<file path="src/rtl/decode_stage_if.sv">
// Decode-stage bus: fetch inputs, writeback write port and every ID/EX-bound output.
// master = surrounding pipeline (drives fetch/writeback), slave = decode_stage.
interface decode_stage_if;
   logic [31:0] instrF;
   logic [31:0] pcplus4F;
   logic        stallD;
   logic        flushD;
   logic        regwriteW;
   logic [4:0]  writeregW;
   logic [31:0] resultW;

   logic [31:0] instrD;
   logic [31:0] pcplus4D;
   logic [31:0] rd1D;
   logic [31:0] rd2D;
   logic [4:0]  RsD;
   logic [4:0]  RtD;
   logic [4:0]  RdD;
   logic [31:0] signimmD;
   logic        regwriteD;
   logic        memtoregD;
   logic        memwriteD;
   logic        branchD;
   logic        alusrcD;
   logic        regdstD;
   logic        jumpD;
   logic [2:0]  alucontrolD;
   logic        illegalD;

   modport master (
      output instrF, pcplus4F, stallD, flushD, regwriteW, writeregW, resultW,
      input  instrD, pcplus4D, rd1D, rd2D, RsD, RtD, RdD, signimmD,
      input  regwriteD, memtoregD, memwriteD, branchD, alusrcD, regdstD, jumpD,
      input  alucontrolD, illegalD
   );

   modport slave (
      input  instrF, pcplus4F, stallD, flushD, regwriteW, writeregW, resultW,
      output instrD, pcplus4D, rd1D, rd2D, RsD, RtD, RdD, signimmD,
      output regwriteD, memtoregD, memwriteD, branchD, alusrcD, regdstD, jumpD,
      output alucontrolD, illegalD
   );
endinterface

</file>
<file path="src/rtl/decode_stage.sv">
// MIPS instruction-decode stage: IF/ID register, 32x32 register file, main/ALU
// decoder and sign extender.
// Optional macro REGFILE_BYPASS_EN: forward the writeback value to same-cycle reads.
module decode_stage (
   input logic           clk,
   input logic           rst_n,
   decode_stage_if.slave bus
);

   logic [31:0] instr_q;
   logic [31:0] pcplus4_q;
   logic [31:0] regs [32];

   logic [4:0]  rs, rt;
   logic [5:0]  opcode, funct;
   logic [1:0]  aluop;
   logic        regwrite, memtoreg, memwrite, branch, alusrc, regdst, jump, illegal;
   logic [2:0]  alucontrol;
   logic [31:0] rd1, rd2;

   assign rs     = instr_q[25:21];
   assign rt     = instr_q[20:16];
   assign opcode = instr_q[31:26];
   assign funct  = instr_q[5:0];

   // IF/ID register: flush beats stall beats load
   always_ff @(posedge clk or negedge rst_n) begin
      if (!rst_n) begin
         instr_q   <= '0;
         pcplus4_q <= '0;
      end else if (bus.flushD) begin
         instr_q   <= '0;
         pcplus4_q <= '0;
      end else if (!bus.stallD) begin
         instr_q   <= bus.instrF;
         pcplus4_q <= bus.pcplus4F;
      end
   end

   // Register file write port; register 0 is never written
   always_ff @(posedge clk or negedge rst_n) begin
      if (!rst_n) begin
         for (int i = 0; i < 32; i++) regs[i] <= '0;
      end else if (bus.regwriteW && (bus.writeregW != 5'd0)) begin
         regs[bus.writeregW] <= bus.resultW;
      end
   end

   // Combinational reads; register 0 is hard-wired to zero
   always_comb begin
      rd1 = (rs == 5'd0) ? 32'd0 : regs[rs];
      rd2 = (rt == 5'd0) ? 32'd0 : regs[rt];
`ifdef REGFILE_BYPASS_EN
      // writeregW != 0 guard keeps register 0 reading zero under bypass
      if (bus.regwriteW && (bus.writeregW != 5'd0) && (bus.writeregW == rs)) rd1 = bus.resultW;
      if (bus.regwriteW && (bus.writeregW != 5'd0) && (bus.writeregW == rt)) rd2 = bus.resultW;
`endif
   end

   // Main decoder followed by ALU decoder
   always_comb begin
      regwrite   = 1'b0;
      memtoreg   = 1'b0;
      memwrite   = 1'b0;
      branch     = 1'b0;
      alusrc     = 1'b0;
      regdst     = 1'b0;
      jump       = 1'b0;
      illegal    = 1'b0;
      aluop      = 2'b00;
      alucontrol = 3'b000;
      // The all-zero NOP would otherwise decode as an R-type with an illegal funct
      if (instr_q != 32'd0) begin
         unique case (opcode)
            6'b000000: begin regwrite = 1'b1; regdst = 1'b1; aluop = 2'b10; end
            6'b100011: begin regwrite = 1'b1; alusrc = 1'b1; memtoreg = 1'b1; end
            6'b101011: begin memwrite = 1'b1; alusrc = 1'b1; end
            6'b000100: begin branch = 1'b1; aluop = 2'b01; end
            6'b001000: begin regwrite = 1'b1; alusrc = 1'b1; end
            6'b000010: jump = 1'b1;
            default:   illegal = 1'b1;
         endcase
         if (!illegal && !jump) begin
            unique case (aluop)
               2'b00:   alucontrol = 3'b010;
               2'b01:   alucontrol = 3'b110;
               default: begin
                  unique case (funct)
                     6'b100000: alucontrol = 3'b010;
                     6'b100010: alucontrol = 3'b110;
                     6'b100100: alucontrol = 3'b000;
                     6'b100101: alucontrol = 3'b001;
                     6'b101010: alucontrol = 3'b111;
                     default: begin
                        regwrite   = 1'b0;
                        alucontrol = 3'b000;
                        illegal    = 1'b1;
                     end
                  endcase
               end
            endcase
         end
      end
   end

   assign bus.instrD      = instr_q;
   assign bus.pcplus4D    = pcplus4_q;
   assign bus.rd1D        = rd1;
   assign bus.rd2D        = rd2;
   assign bus.RsD         = rs;
   assign bus.RtD         = rt;
   assign bus.RdD         = instr_q[15:11];
   assign bus.signimmD    = {{16{instr_q[15]}}, instr_q[15:0]};
   assign bus.regwriteD   = regwrite;
   assign bus.memtoregD   = memtoreg;
   assign bus.memwriteD   = memwrite;
   assign bus.branchD     = branch;
   assign bus.alusrcD     = alusrc;
   assign bus.regdstD     = regdst;
   assign bus.jumpD       = jump;
   assign bus.alucontrolD = alucontrol;
   assign bus.illegalD    = illegal;

endmodule

</file>
<file path="src/flat_wrapper.sv">
// flat-port wrapper written by rule: the top's interface ports become plain ports
module decode_stage_flat 
  (clk, rst_n, bus_instrF, bus_pcplus4F, bus_stallD, bus_flushD, bus_regwriteW, bus_writeregW, bus_resultW, bus_instrD, bus_pcplus4D, bus_rd1D, bus_rd2D, bus_RsD, bus_RtD, bus_RdD, bus_signimmD, bus_regwriteD, bus_memtoregD, bus_memwriteD, bus_branchD, bus_alusrcD, bus_regdstD, bus_jumpD, bus_alucontrolD, bus_illegalD);
  decode_stage_if bus_i ();
  input logic clk;
  input logic rst_n;
  input wire logic [$bits(bus_i.instrF)-1:0] bus_instrF;
  input wire logic [$bits(bus_i.pcplus4F)-1:0] bus_pcplus4F;
  input wire logic [$bits(bus_i.stallD)-1:0] bus_stallD;
  input wire logic [$bits(bus_i.flushD)-1:0] bus_flushD;
  input wire logic [$bits(bus_i.regwriteW)-1:0] bus_regwriteW;
  input wire logic [$bits(bus_i.writeregW)-1:0] bus_writeregW;
  input wire logic [$bits(bus_i.resultW)-1:0] bus_resultW;
  output wire logic [$bits(bus_i.instrD)-1:0] bus_instrD;
  output wire logic [$bits(bus_i.pcplus4D)-1:0] bus_pcplus4D;
  output wire logic [$bits(bus_i.rd1D)-1:0] bus_rd1D;
  output wire logic [$bits(bus_i.rd2D)-1:0] bus_rd2D;
  output wire logic [$bits(bus_i.RsD)-1:0] bus_RsD;
  output wire logic [$bits(bus_i.RtD)-1:0] bus_RtD;
  output wire logic [$bits(bus_i.RdD)-1:0] bus_RdD;
  output wire logic [$bits(bus_i.signimmD)-1:0] bus_signimmD;
  output wire logic [$bits(bus_i.regwriteD)-1:0] bus_regwriteD;
  output wire logic [$bits(bus_i.memtoregD)-1:0] bus_memtoregD;
  output wire logic [$bits(bus_i.memwriteD)-1:0] bus_memwriteD;
  output wire logic [$bits(bus_i.branchD)-1:0] bus_branchD;
  output wire logic [$bits(bus_i.alusrcD)-1:0] bus_alusrcD;
  output wire logic [$bits(bus_i.regdstD)-1:0] bus_regdstD;
  output wire logic [$bits(bus_i.jumpD)-1:0] bus_jumpD;
  output wire logic [$bits(bus_i.alucontrolD)-1:0] bus_alucontrolD;
  output wire logic [$bits(bus_i.illegalD)-1:0] bus_illegalD;
  assign bus_i.instrF = bus_instrF;
  assign bus_i.pcplus4F = bus_pcplus4F;
  assign bus_i.stallD = bus_stallD;
  assign bus_i.flushD = bus_flushD;
  assign bus_i.regwriteW = bus_regwriteW;
  assign bus_i.writeregW = bus_writeregW;
  assign bus_i.resultW = bus_resultW;
  assign bus_instrD = bus_i.instrD;
  assign bus_pcplus4D = bus_i.pcplus4D;
  assign bus_rd1D = bus_i.rd1D;
  assign bus_rd2D = bus_i.rd2D;
  assign bus_RsD = bus_i.RsD;
  assign bus_RtD = bus_i.RtD;
  assign bus_RdD = bus_i.RdD;
  assign bus_signimmD = bus_i.signimmD;
  assign bus_regwriteD = bus_i.regwriteD;
  assign bus_memtoregD = bus_i.memtoregD;
  assign bus_memwriteD = bus_i.memwriteD;
  assign bus_branchD = bus_i.branchD;
  assign bus_alusrcD = bus_i.alusrcD;
  assign bus_regdstD = bus_i.regdstD;
  assign bus_jumpD = bus_i.jumpD;
  assign bus_alucontrolD = bus_i.alucontrolD;
  assign bus_illegalD = bus_i.illegalD;
  decode_stage u_core (.clk(clk), .rst_n(rst_n), .bus(bus_i));
endmodule
</file>
<file path="config.mk">
export PLATFORM = sky130hd
export DESIGN_NAME = decode_stage_flat
export DESIGN_NICKNAME = d
export VERILOG_FILES = /design/src/rtl/decode_stage_if.sv /design/src/rtl/decode_stage.sv /design/src/flat_wrapper.sv
export SDC_FILE = /design/constraint.sdc
export NUM_CORES = 2
export LEC_CHECK = 0
export ABC_AREA = 0
export BUFFER_PORTS_ARGS = -buffer_cell sky130_fd_sc_hd__buf_4
export CAP_MARGIN = 20
export CORE_MARGIN = 1
export CORE_UTILIZATION = 58
export CTS_BUF_LIST = sky130_fd_sc_hd__clkbuf_4 sky130_fd_sc_hd__clkbuf_8
export CTS_CLUSTER_SIZE = 25
export DETAILED_ROUTE_END_ITERATION = 10
export PLACE_DENSITY = 0.79
export SLEW_MARGIN = 20
export SYNTH_ARGS = -nofsm -noshare
export SYNTH_HDL_FRONTEND = slang
export SYNTH_SLANG_ARGS = --single-unit
</file>
<file path="constraint.sdc">
create_clock -name clk -period 2.1 [get_ports clk]
set_input_delay 0.315 -clock clk [delete_from_list [all_inputs] [get_ports clk]]
set_output_delay 0.315 -clock clk [all_outputs]
set_load 0.03 [all_outputs]
</file>
==> impl_metrics.env <==
export IMPL_final_nets=5141
export IMPL_final_cell_area_um2=77300
export IMPL_vdd_drop_max_v=0.000612
export IMPL_grt_pass1_wl_um=317000
export IMPL_io_pins=292
export IMPL_worst_slack_ns=-1.64
export IMPL_cap_violations=0
export IMPL_cts_sinks=1088
export IMPL_finalCriticalPeriod_ns=3.74
export IMPL_firstDrtPassIters=8
export IMPL_crit_path_end_kind="output pin"
export IMPL_hold_viol=0
export IMPL_cts_root_buffer="clkbuf_8"
export IMPL_place_area_um2=67600
export IMPL_swShare_pct=31.4
export IMPL_cp_max_fo=7
export IMPL_power_leakage_nw=33.7
export IMPL_core_rowCount=115
export IMPL_routedWlPerCell_um=35.4
export IMPL_pwr_share_comb_pct=26.9
export IMPL_outcome="finished, violations left"
export IMPL_ys_warn_count=0
export IMPL_critical_path_class="register to output pin"
export IMPL_slew_viol_final=0
export IMPL_die_x_um=318
export IMPL_rsz0062_at_grt="yes"
export IMPL_async_flop_share_pct=100
export IMPL_cts_buffers=181
export IMPL_io_buffers=291
export IMPL_yosysMostFrequentCell="dfrtp_1"
export IMPL_synth_area_um2=57900
export IMPL_crit_chain="buf_12 > buf_4 > buf_12 > mux4_2 > nor2b_2 > a211oi_2 > buf_4 > nor4_4 > buf_4 > buf_6"
export IMPL_clockPowerShare_pct=31.6
export IMPL_synth_common_cells="dfrtp_1, mux2_2, mux2i_1, mux4_2, clkbuf_1"
export IMPL_area_growth_pct=33.5
export IMPL_drc=0
export IMPL_crit_path_frequent_cell="buf_4"
export IMPL_cp_start_kind="register"
export IMPL_drive_gt1_share_pct=60.6
export IMPL_seqPwrFrac_pct=41.5
export IMPL_syn_avg_cell_area_um2=14.1
export IMPL_syn_nets=4215
export IMPL_hp_class="primary input to async pin"
export IMPL_cts_tree="yes"
export IMPL_reg2reg_depth=4
export IMPL_vias=46500
export IMPL_arrival_ns=3.43
export IMPL_synth_seq_area_share_pct=47.0
export IMPL_multiInputGateArea_um2=31000
export IMPL_die_height_um=318
export IMPL_total_power_mw=68.0
export IMPL_synth_area_leader_cell="dfrtp_1"
export IMPL_core_area_um2=98700
export IMPL_slowest_delay_ns=0.52
export IMPL_ys_flop_type="dfrtp_1"
export IMPL_clock_path_buffers=3
export IMPL_ys_ff_latch=1088
export IMPL_clock_fmax_mhz=267
export IMPL_gr_usage_all_layers_pct=42.7
export IMPL_initial_utilization_pct=58.7
export IMPL_viasPerCell=7.18
export IMPL_ant_nets=0
export IMPL_crit_required_ns=1.78
export IMPL_h_tree_depth=4
export IMPL_first_iter_violations=6186
export IMPL_power_density_nw_per_um2=879
export IMPL_synth_cell_types=41
export IMPL_antenna_found_initial=9
export IMPL_drt_wl_total_um=230000
export IMPL_hpwl_um=128000
export IMPL_clk_latency_ns=0.91
export IMPL_violations="setup timing"
export IMPL_place_congestion=0.915
export IMPL_layout_area_seq_um2=27300
export IMPL_grt_pass1_vias=47800
export IMPL_synthCells=4109
export IMPL_clk_pin_slew_ns=0.07
export IMPL_die_area_um2=101000
export IMPL_yosys_top_cells_area="dfrtp_1, mux2_2, mux4_2, mux2i_1, a22oi_1"
export IMPL_max_slew_margin_pct=27.1
export IMPL_finalCritPeriodShare_pct=178
export IMPL_worst_clock_skew_ns=0
export IMPL_yosysTopAreaCellShare_pct=47.0
export IMPL_cp_slowest_cell="dfrtp_4"
export IMPL_tightest_slew_ns=1.09
export IMPL_grt_max_degree=124
export IMPL_p_sw_mw=21.3
export IMPL_setup_violations=89
export IMPL_synth_edf_count=0
export IMPL_n_fill_cell=4970
export IMPL_internal_power_mw=46.6
export IMPL_grt_overflow_total=0
-- cells in the final DEF, fill, tap and decap left out, drive strengths merged, types with 29 or more instances in the layout --
cell         synthesis  layout
o22ai               34      34
dlygate4sd3          0     155
a22oi              198     198
mux2i              485     485
dfrtp             1088    1088
clkbuf             262     296
mux4               342     342
a21oi               79      79
nor3                41      41
nor2b               29      29
mux2              1046    1046
nor2                91      91
buf                235    1070
-- critical path: cells and delay by family (launching register included) --
family	cells	cell delay, ns
muxes	1	0.49
AOI/OAI and AO/OA	1	0.31
and+or+nand+nor	2	0.23
buffers and inverters	6	0.96
DFF	1	0.52
-- state kept, by name, summed over array words and instances, names as in the netlist --
| register | count |
|---|---|
| u_core.bus.instrD | 32 |
| u_core.bus.pcplus4D | 32 |
| u_core.regs | 1024 |
-- cells by family after synthesis --
family          after synthesis  share of synthesized area, %
mux                        1873                          42.0
flops                      1088                          47.0
compound gates              380                          4.42
buf+inv                     498                          4.22
simple gates                270                          2.32
-- worst paths after layout --
path,startpoint,slack [ns],to
max,u_core.bus.instrD[17],-1.64,bus_rd2D[9]
min,rst_n,0.06,u_core.regs[54]
max reg2reg,u_core.bus.pcplus4D[24],-0.07,u_core.bus.pcplus4D[24]
min reg2reg,u_core.regs[1023],0.40,u_core.regs[1023]
max in group asynchronous,rst_n,0.52,u_core.regs[234]
min in group clk,bus_writeregW[3],0.09,u_core.regs[505]
-- per-stage QoR --
step	std cells	setup TNS [ns]	util (%)	hold slack [ns]	setup WS [ns]
after floorplan	4109	-20.83	-	0.0194	-0.410
after global placement	5856	-32.71	68.5	0.202	-0.668
after detailed placement	5856	-33.89	68.5	0.205	-0.661
after CTS	6440	-103.93	76.8	0.0411	-1.57
after global routing	6476	-108.77	78.3	0.0660	-1.67
final	6477	-106.18	78.3	0.0600	-1.64
-- repair_timing --
action | 4_1_cts | 5_1_grt
pin swaps | 103 | 119
gates cloned | 17 | 10
setup endpoints to repair | 93 | 97
gates resized for setup | 315 | 278
endpoints found under the hold margin | 2144 | 0
setup buffers | 89 | 61
hold buffers | 155 | 0
-- per-layer routing --
metal	routed length [um]	vias to the layer above	GRT usage, %
li1	-	17500	-
met1	78000	23700	53.1
met2	101000	3956	63.7
met3	29700	1402	13.6
met4	20400	6	29.7
met5	46	-	0.473
-- power groups by stage --
stage                     clock (mW)  sequential, mW  combinational, mW
after floorplan                    0            27.1               10.2
after global placement             0            27.7               15.0
after detailed placement           0            27.9               15.5
after CTS                       21.2            27.6               16.8
after global routing            22.3            28.4               19.0
final                           21.5            28.2               18.3
-- layout make-up --
type	instances	share of cell area (%)
antenna	6	0.0194
clock buffer	286	4.74
clock inverter	46	0.579
inverter	1	0.00486
multi-input combinational	2523	40.1
sequential	1088	35.3
tap	1287	2.08
timing repair buffer	1240	17.2
(Power assumes the default switching activity.)
